--- config.mk ---
export PLATFORM = sky130hd
export DESIGN_NAME = apb_master_param
export DESIGN_NICKNAME = d
export VERILOG_FILES = /design/src/rtl/apb_master_param.sv
export SDC_FILE = /design/constraint.sdc
export NUM_CORES = 1
export LEC_CHECK = 0
export ABC_AREA = 1
export ABC_CLOCK_PERIOD_IN_PS = 2400
export CORE_ASPECT_RATIO = 1.5
export CORE_MARGIN = 3
export CORE_UTILIZATION = 40
export CTS_BUF_LIST = sky130_fd_sc_hd__clkbuf_4 sky130_fd_sc_hd__clkbuf_8
export DETAILED_ROUTE_END_ITERATION = 10
export PLACE_DENSITY_LB_ADDON = 0.12
export SYNTH_ARGS = -nofsm -noshare
export SYNTH_HDL_FRONTEND = slang
export SYNTH_SLANG_ARGS = --single-unit
--- constraint.sdc ---
create_clock -name pclk -period 2.4 [get_ports pclk]
set_input_delay 0.24 -clock pclk [delete_from_list [all_inputs] [get_ports pclk]]
set_output_delay 0.24 -clock pclk [all_outputs]
set_load 0.01 [all_outputs]
--- src/rtl/apb_master_param.sv ---
// APB master that turns single-beat commands into SETUP/ACCESS transfers,
// with an optional ACCESS wait timeout and immediate error responses for bad slave indices.
module apb_master_param #(
    parameter int ADDR_W  = 32,
    parameter int DATA_W  = 32,
    parameter int NSLV    = 2,
    parameter int TIMEOUT = 16,
    localparam int SEL_W  = (NSLV > 1) ? $clog2(NSLV) : 1
) (
    input  logic              pclk,
    input  logic              prst,
    input  logic              cmd_valid,
    output logic              cmd_ready,
    input  logic              cmd_write,
    input  logic [ADDR_W-1:0] cmd_addr,
    input  logic [DATA_W-1:0] cmd_wdata,
    input  logic [SEL_W-1:0]  cmd_sel,
    output logic              rsp_valid,
    output logic [DATA_W-1:0] rsp_rdata,
    output logic              rsp_err,
    output logic [NSLV-1:0]   psel,
    output logic              penable,
    output logic              pwrite,
    output logic [ADDR_W-1:0] paddr,
    output logic [DATA_W-1:0] pwdata,
    input  logic [DATA_W-1:0] prdata,
    input  logic              pready,
    input  logic              pslverr
);

    localparam int CNT_W = (TIMEOUT > 0) ? $clog2(TIMEOUT + 1) : 1;
    localparam logic [CNT_W-1:0] CNT_ONE = CNT_W'(1);
    localparam logic [CNT_W-1:0] TO_LAST = (TIMEOUT > 0) ? CNT_W'(TIMEOUT - 1) : '0;
    localparam logic [SEL_W:0]   NSLV_L  = (SEL_W + 1)'(NSLV);
    localparam logic [NSLV-1:0]  SEL_ONE = NSLV'(1);

    typedef enum logic [1:0] {
        S_IDLE   = 2'd0,
        S_SETUP  = 2'd1,
        S_ACCESS = 2'd2
    } state_t;

    state_t            state_q, state_d;
    logic [NSLV-1:0]   psel_q, psel_d;
    logic              penable_q, penable_d;
    logic              pwrite_q, pwrite_d;
    logic [ADDR_W-1:0] paddr_q, paddr_d;
    logic [DATA_W-1:0] pwdata_q, pwdata_d;
    logic              rsp_valid_q, rsp_valid_d;
    logic [DATA_W-1:0] rsp_rdata_q, rsp_rdata_d;
    logic              rsp_err_q, rsp_err_d;
    logic [CNT_W-1:0]  cnt_q, cnt_d;
    logic              pend_q, pend_d;

    logic accept_s;
    logic sel_ok_s;
    logic timeout_hit_s;
    logic complete_s;
    logic load_s;

    assign timeout_hit_s = (TIMEOUT > 0) && (state_q == S_ACCESS) && !pready && (cnt_q == TO_LAST);
    assign complete_s    = (state_q == S_ACCESS) && (pready || timeout_hit_s);
    assign cmd_ready     = (state_q == S_IDLE) || complete_s;
    assign accept_s      = cmd_valid && cmd_ready;
    assign sel_ok_s      = ({1'b0, cmd_sel} < NSLV_L);

    // State register and all registered APB/response outputs.
    always_ff @(posedge pclk or negedge prst) begin
        if (!prst) begin
            state_q     <= S_IDLE;
            psel_q      <= '0;
            penable_q   <= 1'b0;
            pwrite_q    <= 1'b0;
            paddr_q     <= '0;
            pwdata_q    <= '0;
            rsp_valid_q <= 1'b0;
            rsp_rdata_q <= '0;
            rsp_err_q   <= 1'b0;
            cnt_q       <= '0;
            pend_q      <= 1'b0;
        end else begin
            state_q     <= state_d;
            psel_q      <= psel_d;
            penable_q   <= penable_d;
            pwrite_q    <= pwrite_d;
            paddr_q     <= paddr_d;
            pwdata_q    <= pwdata_d;
            rsp_valid_q <= rsp_valid_d;
            rsp_rdata_q <= rsp_rdata_d;
            rsp_err_q   <= rsp_err_d;
            cnt_q       <= cnt_d;
            pend_q      <= pend_d;
        end
    end

    // Next-state and next-output logic for the IDLE/SETUP/ACCESS sequencer.
    always_comb begin
        state_d     = state_q;
        psel_d      = psel_q;
        penable_d   = penable_q;
        pwrite_d    = pwrite_q;
        paddr_d     = paddr_q;
        pwdata_d    = pwdata_q;
        rsp_valid_d = 1'b0;
        rsp_rdata_d = '0;
        rsp_err_d   = 1'b0;
        cnt_d       = cnt_q;
        pend_d      = 1'b0;
        load_s      = 1'b0;

        case (state_q)
            S_IDLE: begin
                // A bad-index error deferred from a completion cycle owns this response slot.
                if (pend_q) begin
                    rsp_valid_d = 1'b1;
                    rsp_err_d   = 1'b1;
                end else begin
                    rsp_valid_d = 1'b0;
                end
                if (accept_s && sel_ok_s) begin
                    load_s = 1'b1;
                end else if (accept_s) begin
                    if (pend_q) begin
                        pend_d = 1'b1;
                    end else begin
                        rsp_valid_d = 1'b1;
                        rsp_err_d   = 1'b1;
                    end
                end else begin
                    state_d = S_IDLE;
                end
            end
            S_SETUP: begin
                penable_d = 1'b1;
                cnt_d     = '0;
                state_d   = S_ACCESS;
            end
            S_ACCESS: begin
                if (complete_s) begin
                    rsp_valid_d = 1'b1;
                    if (timeout_hit_s) begin
                        rsp_err_d = 1'b1;
                    end else begin
                        rsp_err_d   = pslverr;
                        rsp_rdata_d = (!pwrite_q && !pslverr) ? prdata : '0;
                    end
                    if (accept_s && sel_ok_s) begin
                        load_s = 1'b1;
                    end else begin
                        psel_d    = '0;
                        penable_d = 1'b0;
                        state_d   = S_IDLE;
                        pend_d    = accept_s;
                    end
                end else begin
                    cnt_d = cnt_q + CNT_ONE;
                end
            end
            default: begin
                state_d   = S_IDLE;
                psel_d    = '0;
                penable_d = 1'b0;
            end
        endcase

        if (load_s) begin
            state_d   = S_SETUP;
            psel_d    = SEL_ONE << cmd_sel;
            penable_d = 1'b0;
            pwrite_d  = cmd_write;
            paddr_d   = cmd_addr;
            pwdata_d  = cmd_write ? cmd_wdata : pwdata_q;
        end else begin
            load_s = 1'b0;
        end
    end

    assign psel      = psel_q;
    assign penable   = penable_q;
    assign pwrite    = pwrite_q;
    assign paddr     = paddr_q;
    assign pwdata    = pwdata_q;
    assign rsp_valid = rsp_valid_q;
    assign rsp_rdata = rsp_rdata_q;
    assign rsp_err   = rsp_err_q;

endmodule

=== Word level (Yosys, flattened, before mapping) ===
Cells that the tools add are included.

* Reduce and logical (&&, ||, !) cells: 17
* Shift-type cells: 1
* Add/sub/neg operators: 1
* Eq/ne operators: 8
* Mux-type cells: 26

{| class="wikitable"
|+ Operators with widths
! kind !! number
|-
| $mux 32 || 4
|-
| $mux 2 || 6
|-
| $mux 1 || 10
|-
| $pmux 5 s2 || 1
|-
| $ne 3x2->1 const B || 2
|-
| $pmux 2 s3 || 1
|-
| $reduce_and 3->1 || 2
|-
| $add 5x1->5 const B || 1
|-
| $eq 5x4->1 const B || 1
|-
| $logic_and 1x1->1 || 5
|-
| $mux 5 || 1
|-
| $ne 2x1->1 const B || 2
|-
| $pmux 2 s2 || 1
|-
| $reduce_and 2->1 || 2
|-
| $logic_not 1->1 || 3
|-
| $pmux 1 s3 || 1
|-
| $eq 2x1->1 const B || 1
|-
| $eq 2x2->1 const B || 1
|-
| $logic_not 2->1 || 1
|-
| $logic_or 1x1->1 || 2
|-
| $ne 2x2->1 const B || 1
|-
| $pmux 1 s2 || 1
|-
| $reduce_bool 2->1 || 1
|-
| $reduce_or 2->1 || 1
|-
| $shl 1x1->2 const A || 1
|}

* Flip-flop bits (word level): 109
* Input port bits: 103
* Logic and storage cells: 63

=== Longest topological paths before layout ===
* Depth after elaboration: 12
* Depth in mapped cells: 12
* Mapped depth without buffers: 11

=== Least setup slack after synthesis ===
OpenSTA, ideal clock, no wires.

* Path type: register -> register
* From: reg cnt_q[0]
* To: reg pwrite_q (netlist: pwrite)
* Required time: 2.270 ns
* Arrival time: 1.530 ns
* Slack: 0.740 ns
* Stages on the path, launching flop included: 10
* Library setup time: 0.130 ns
* Cells stage by stage: dfrtp_1 ha_1 nand2_1 nor2_1 ha_1 nor2_1 nand2_1 nand4_1 clkbuf_1 nand2_1

* Longest elaborated chain between the ends: 9

{| class="wikitable"
|+ RTL lines
! what !! line !! RTL
|-
| start: declaration || 52 || <nowiki>logic [CNT_W-1:0] cnt_q, cnt_d;</nowiki>
|-
| start signal: assignment || 91 || <nowiki>cnt_q <= cnt_d;</nowiki>
|-
| $eq 5x4->1 * || 61 || <nowiki>assign timeout_hit_s = (TIMEOUT > 0) && (state_q == S_ACCESS) && !pready && (cnt_q == TO_LAST);</nowiki>
|-
| $logic_and 1x1->1 * || 61 ||
|-
| $logic_or 1x1->1 * || 62 || <nowiki>assign complete_s = (state_q == S_ACCESS) && (pready || timeout_hit_s);</nowiki>
|-
| $logic_and 1x1->1 * || 62 ||
|-
| $logic_or 1x1->1 || 63 || <nowiki>assign cmd_ready = (state_q == S_IDLE) || complete_s;</nowiki>
|-
| $logic_and 1x1->1 || 64 || <nowiki>assign accept_s = cmd_valid && cmd_ready;</nowiki>
|-
| $mux 1 || 120, 147 ||
|-
| $mux 1 || 139 || <nowiki>if (complete_s) begin</nowiki>
|-
| $pmux 1 s2 * || 111 || <nowiki>case (state_q)</nowiki>
|-
| end signal: assignment || 85 || <nowiki>pwrite_q <= pwrite_d;</nowiki>
|-
| end: declaration || 46 || <nowiki>logic pwrite_q, pwrite_d;</nowiki>
|}

Mark *: on every way between the ends. The rest lies on a longest branch, timed or not.
A chain may end at the register's enable or synchronous reset.

=== Final worst setup path ===
* From: reg cnt_q[0]
* To: out cmd_ready

* Longest elaborated chain between the ends: 5

{| class="wikitable"
|+ RTL lines
! what !! line !! RTL
|-
| $eq 5x4->1 || 61 ||
|-
| $logic_and 1x1->1 || 61 ||
|-
| $logic_or 1x1->1 || 62 ||
|-
| $logic_and 1x1->1 || 62 ||
|-
| $logic_or 1x1->1 || 63 ||
|-
| end: declaration || 13 || <nowiki>output logic cmd_ready,</nowiki>
|}

No other way between the ends.

==> impl_metrics.yaml <==
grt:
  grt_usage: 0.1994
  antenna_found_initial: 0
  gr-total-overflow: 0
  grt_pass1_wl_um: 19220
  grt_max_degree: 70
  grt_pass1_vias: 3770
worst_setup_path:
  crit_chain: "ha_1 > nand2_1 > nor2_1 > ha_1 > inv_1 > nand2_1 > nand2_2 > nand2_2 > dlygate4sd2_1"
  r2r_cells: 12
  cp.required_ns: 2.16
  critPathLaunchType: "flip-flop"
  slowest_delay_ns: 0.43
  path_class: "flip-flop to primary output"
  critPathCaptureType: "primary output"
  cp_slowest_cell: "dfrtp_1"
  cp.arrival_ns: 1.98
  path_max_fanout: 4
sta:
  finalCriticalPeriod_ns: 2.218
  rsz0062_at_grt: "no"
  final.setup.tns_ns: 0
  finClkSkew_ns: 0.01253
  hold_slack_ns: 0.2252
  setup_viol: 0
  slew_headroom: 0.6115
  maxSlewViolCount: 0
  final.setup.worst_slack_ns: 0.1820
  fmax_mhz: 450.8
  period_share: 0.9242
  hold_viol: 0
  worst_slew_pin_slew_ns: 0.5827
detailed_routing:
  drtAntennaViolNets: 0
  firstDrtPassIters: 4
  num_vias: 3719
  vias_per_cell: 4.861
  dr.first_iter.drc_count: 135
  drcViolationCount: 0
  wl_per_cell_um: 15.47
  drt-total-wl_um: 11830
outcome:
  status: "complete, no violations"
placement:
  placed_cell_area_sq_um: 6409
  pre_cts_slack_ns: 0.3261
  io_buffers: 205
  gp_congestion: 0.7784
  dp_hpwl_um: 8575
clocking:
  clk_latency_ns: 0.36
  clock-root-buffer: "clkbuf_8"
  cts.sinks: 109
  cts-buffers-inserted: 9
  h-tree-depth: 3
  path_clk_slew_ns: 0.10
  clockBufferDepth: 2
  cts_tree: "yes"
cells_and_area:
  diodes: 0
  design_area_sq_um: 6611
  drive_gt1_frac: 0.05288
  nFillCells: 904
  syn_to_final_growth_pct: 54.96
  nets: 725
logic_synthesis:
  async_flop_share: 1.000
  yosys-top-cells-count: "150 x nand2_1, 109 x dfrtp_1, 34 x nand3_1, 34 x nand4_1, 32 x nor3b_1"
  syn_nets: 530
  synth_top_area_frac: 0.6393
  synthTopCellsByArea: "dfrtp_1 64%, nand2_1 13%, nor3b_1 5.6%"
  syn_inst: 425
  yosysSeqAreaShare: 0.6393
  synth-main-ff-cell: "dfrtp_1"
  synth-edff-count: 0
  netlist_area_sq_um: 4267
  synthDistinctLibCells: 19
  yosys_warnings: 0
  synth.most_common_cell: "nand2_1"
  synth_seq_cells: 109
  synth_area_leader_cell: "dfrtp_1"
  synth_area_per_cell_sq_um: 10.04
flow_run:
  cap_violations: 0
power_and_ir_drop:
  powerDensity_nw_per_um2: 1040
  vdd_drop_max_mv: 0.6557
  static-leakage-power_nw: 3.071
floorplanning:
  io_pins: 206
  die_y_um: 132.5
  die_area_sq_um: 11970
  placementRows: 45
  core-area_sq_um: 10250
  initial_core_util: 0.4164
  chipWidth_um: 90.33
min_path:
  min_path_type: "input pin to flip-flop"
  hold_depth: 3
==> through the flow <==
stage | total power [W] | utilization | cells
after floorplan | 0.004158 | - | 425
after global placement | 0.005782 | 0.6254 | 749
after detailed placement | 0.005849 | 0.6254 | 749
after CTS | 0.006974 | 0.6452 | 765
after global routing | 0.007349 | 0.6452 | 765
final | 0.006874 | 0.6452 | 765
==> cells in the final DEF (no fill, tap or decap) <==
master | netlist | layout
bufinv_16 | 0 | 1
nand2_1 | 150 | 150
inv_2 | 1 | 1
or2_2 | 2 | 2
o22ai_1 | 2 | 2
o21ai_0 | 4 | 4
nand2_2 | 3 | 3
clkbuf_4 | 0 | 1
nand4_1 | 34 | 34
nor2_1 | 8 | 8
buf_2 | 8 | 1
dfrtp_1 | 109 | 109
a21oi_1 | 2 | 2
clkdlybuf4s50_1 | 0 | 202
nor3b_1 | 32 | 32
dlygate4sd3_1 | 0 | 1
nor2_4 | 1 | 1
inv_1 | 10 | 10
buf_12 | 0 | 2
clkbuf_8 | 0 | 10
dlygate4sd2_1 | 0 | 1
buf_4 | 0 | 8
ha_1 | 2 | 2
nand3_1 | 34 | 34
clkinv_2 | 0 | 2
clkinv_4 | 0 | 1
==> layer usage <==
metal	global-route usage	vias up	wire [um]
met3	0.06826	13	955
met5	0	-	0
met2	0.3281	150	5889
met1	0.2460	1776	4794
met4	0.06729	0	191
li1	-	1780	-
==> worst paths after layout <==
check                                      from                      to  slack [ns]
max                        cnt_q[0]$_DFFE_PN0P_               cmd_ready        0.18
min                                   cmd_valid    paddr[4]$_DFFE_PN0N_        0.23
max reg2reg                cnt_q[0]$_DFFE_PN0P_   paddr[28]$_DFFE_PN0N_        0.41
min reg2reg                paddr[9]$_DFFE_PN0N_    paddr[9]$_DFFE_PN0N_        0.48
max in group asynchronous                  prst   paddr[27]$_DFFE_PN0N_        1.23
min in group asynchronous                  prst  pwdata[24]$_DFFE_PN0P_        0.42
==> sequential cells by signal, summed over array words and instances, names as in the netlist <==
| name | flops |
|---|---|
| cnt_q | 5 |
| paddr | 32 |
| penable | 1 |
| psel | 2 |
| pwdata | 32 |
| pwrite | 1 |
| rsp_err | 1 |
| rsp_rdata | 32 |
| rsp_valid | 1 |
| state_q | 2 |
==> critical path: cells and delay by family, from the launching register on <==
family | cells | cell delay [ns]
adder cells (fa/ha/maj) | 2 | 0.41
buffers and inverters | 2 | 0.36
flip-flops | 1 | 0.43
AND/OR/NAND/NOR | 5 | 0.43
==> kinds of logic (layout without fill, tap and decap cells) <==
kind of cell	after synthesis	in the layout	synth area share
flops	109	109	0.6393
compound gates	8	8	0.009970
buf+inv	42	241	0.04985
fa+ha+maj	2	2	0.005864
simple gates	264	264	0.2950
==> report_power, final <==
part           internal, W  leakage, nW  switching (W)
registers          0.00245         1.41       0.000360
clock network     0.000516        0.103       0.000581
logic              0.00152         1.56        0.00144
==> timing repair <==
action / CTS / global route
setup endpoints to repair: 1 / 0
endpoints found under the hold margin: 40 / 0
resized for setup: 1 / 0
hold buffers: 1 / 0
setup buffers: 0 / 0
==> final cells by class <==
type | instances | area (sq um) | share of cell area
repair buffers | 215 | 2146 | 0.3246
flip-flops and latches | 109 | 2728 | 0.4126
clock inverters | 4 | 48.80 | 0.007381
multi-input cells | 274 | 1326 | 0.2006
clock buffers | 11 | 145.1 | 0.02195
inverters | 11 | 41.29 | 0.006245
well taps | 141 | 176.4 | 0.02668
No activity file was read; power rests on OpenSTA's default activity.
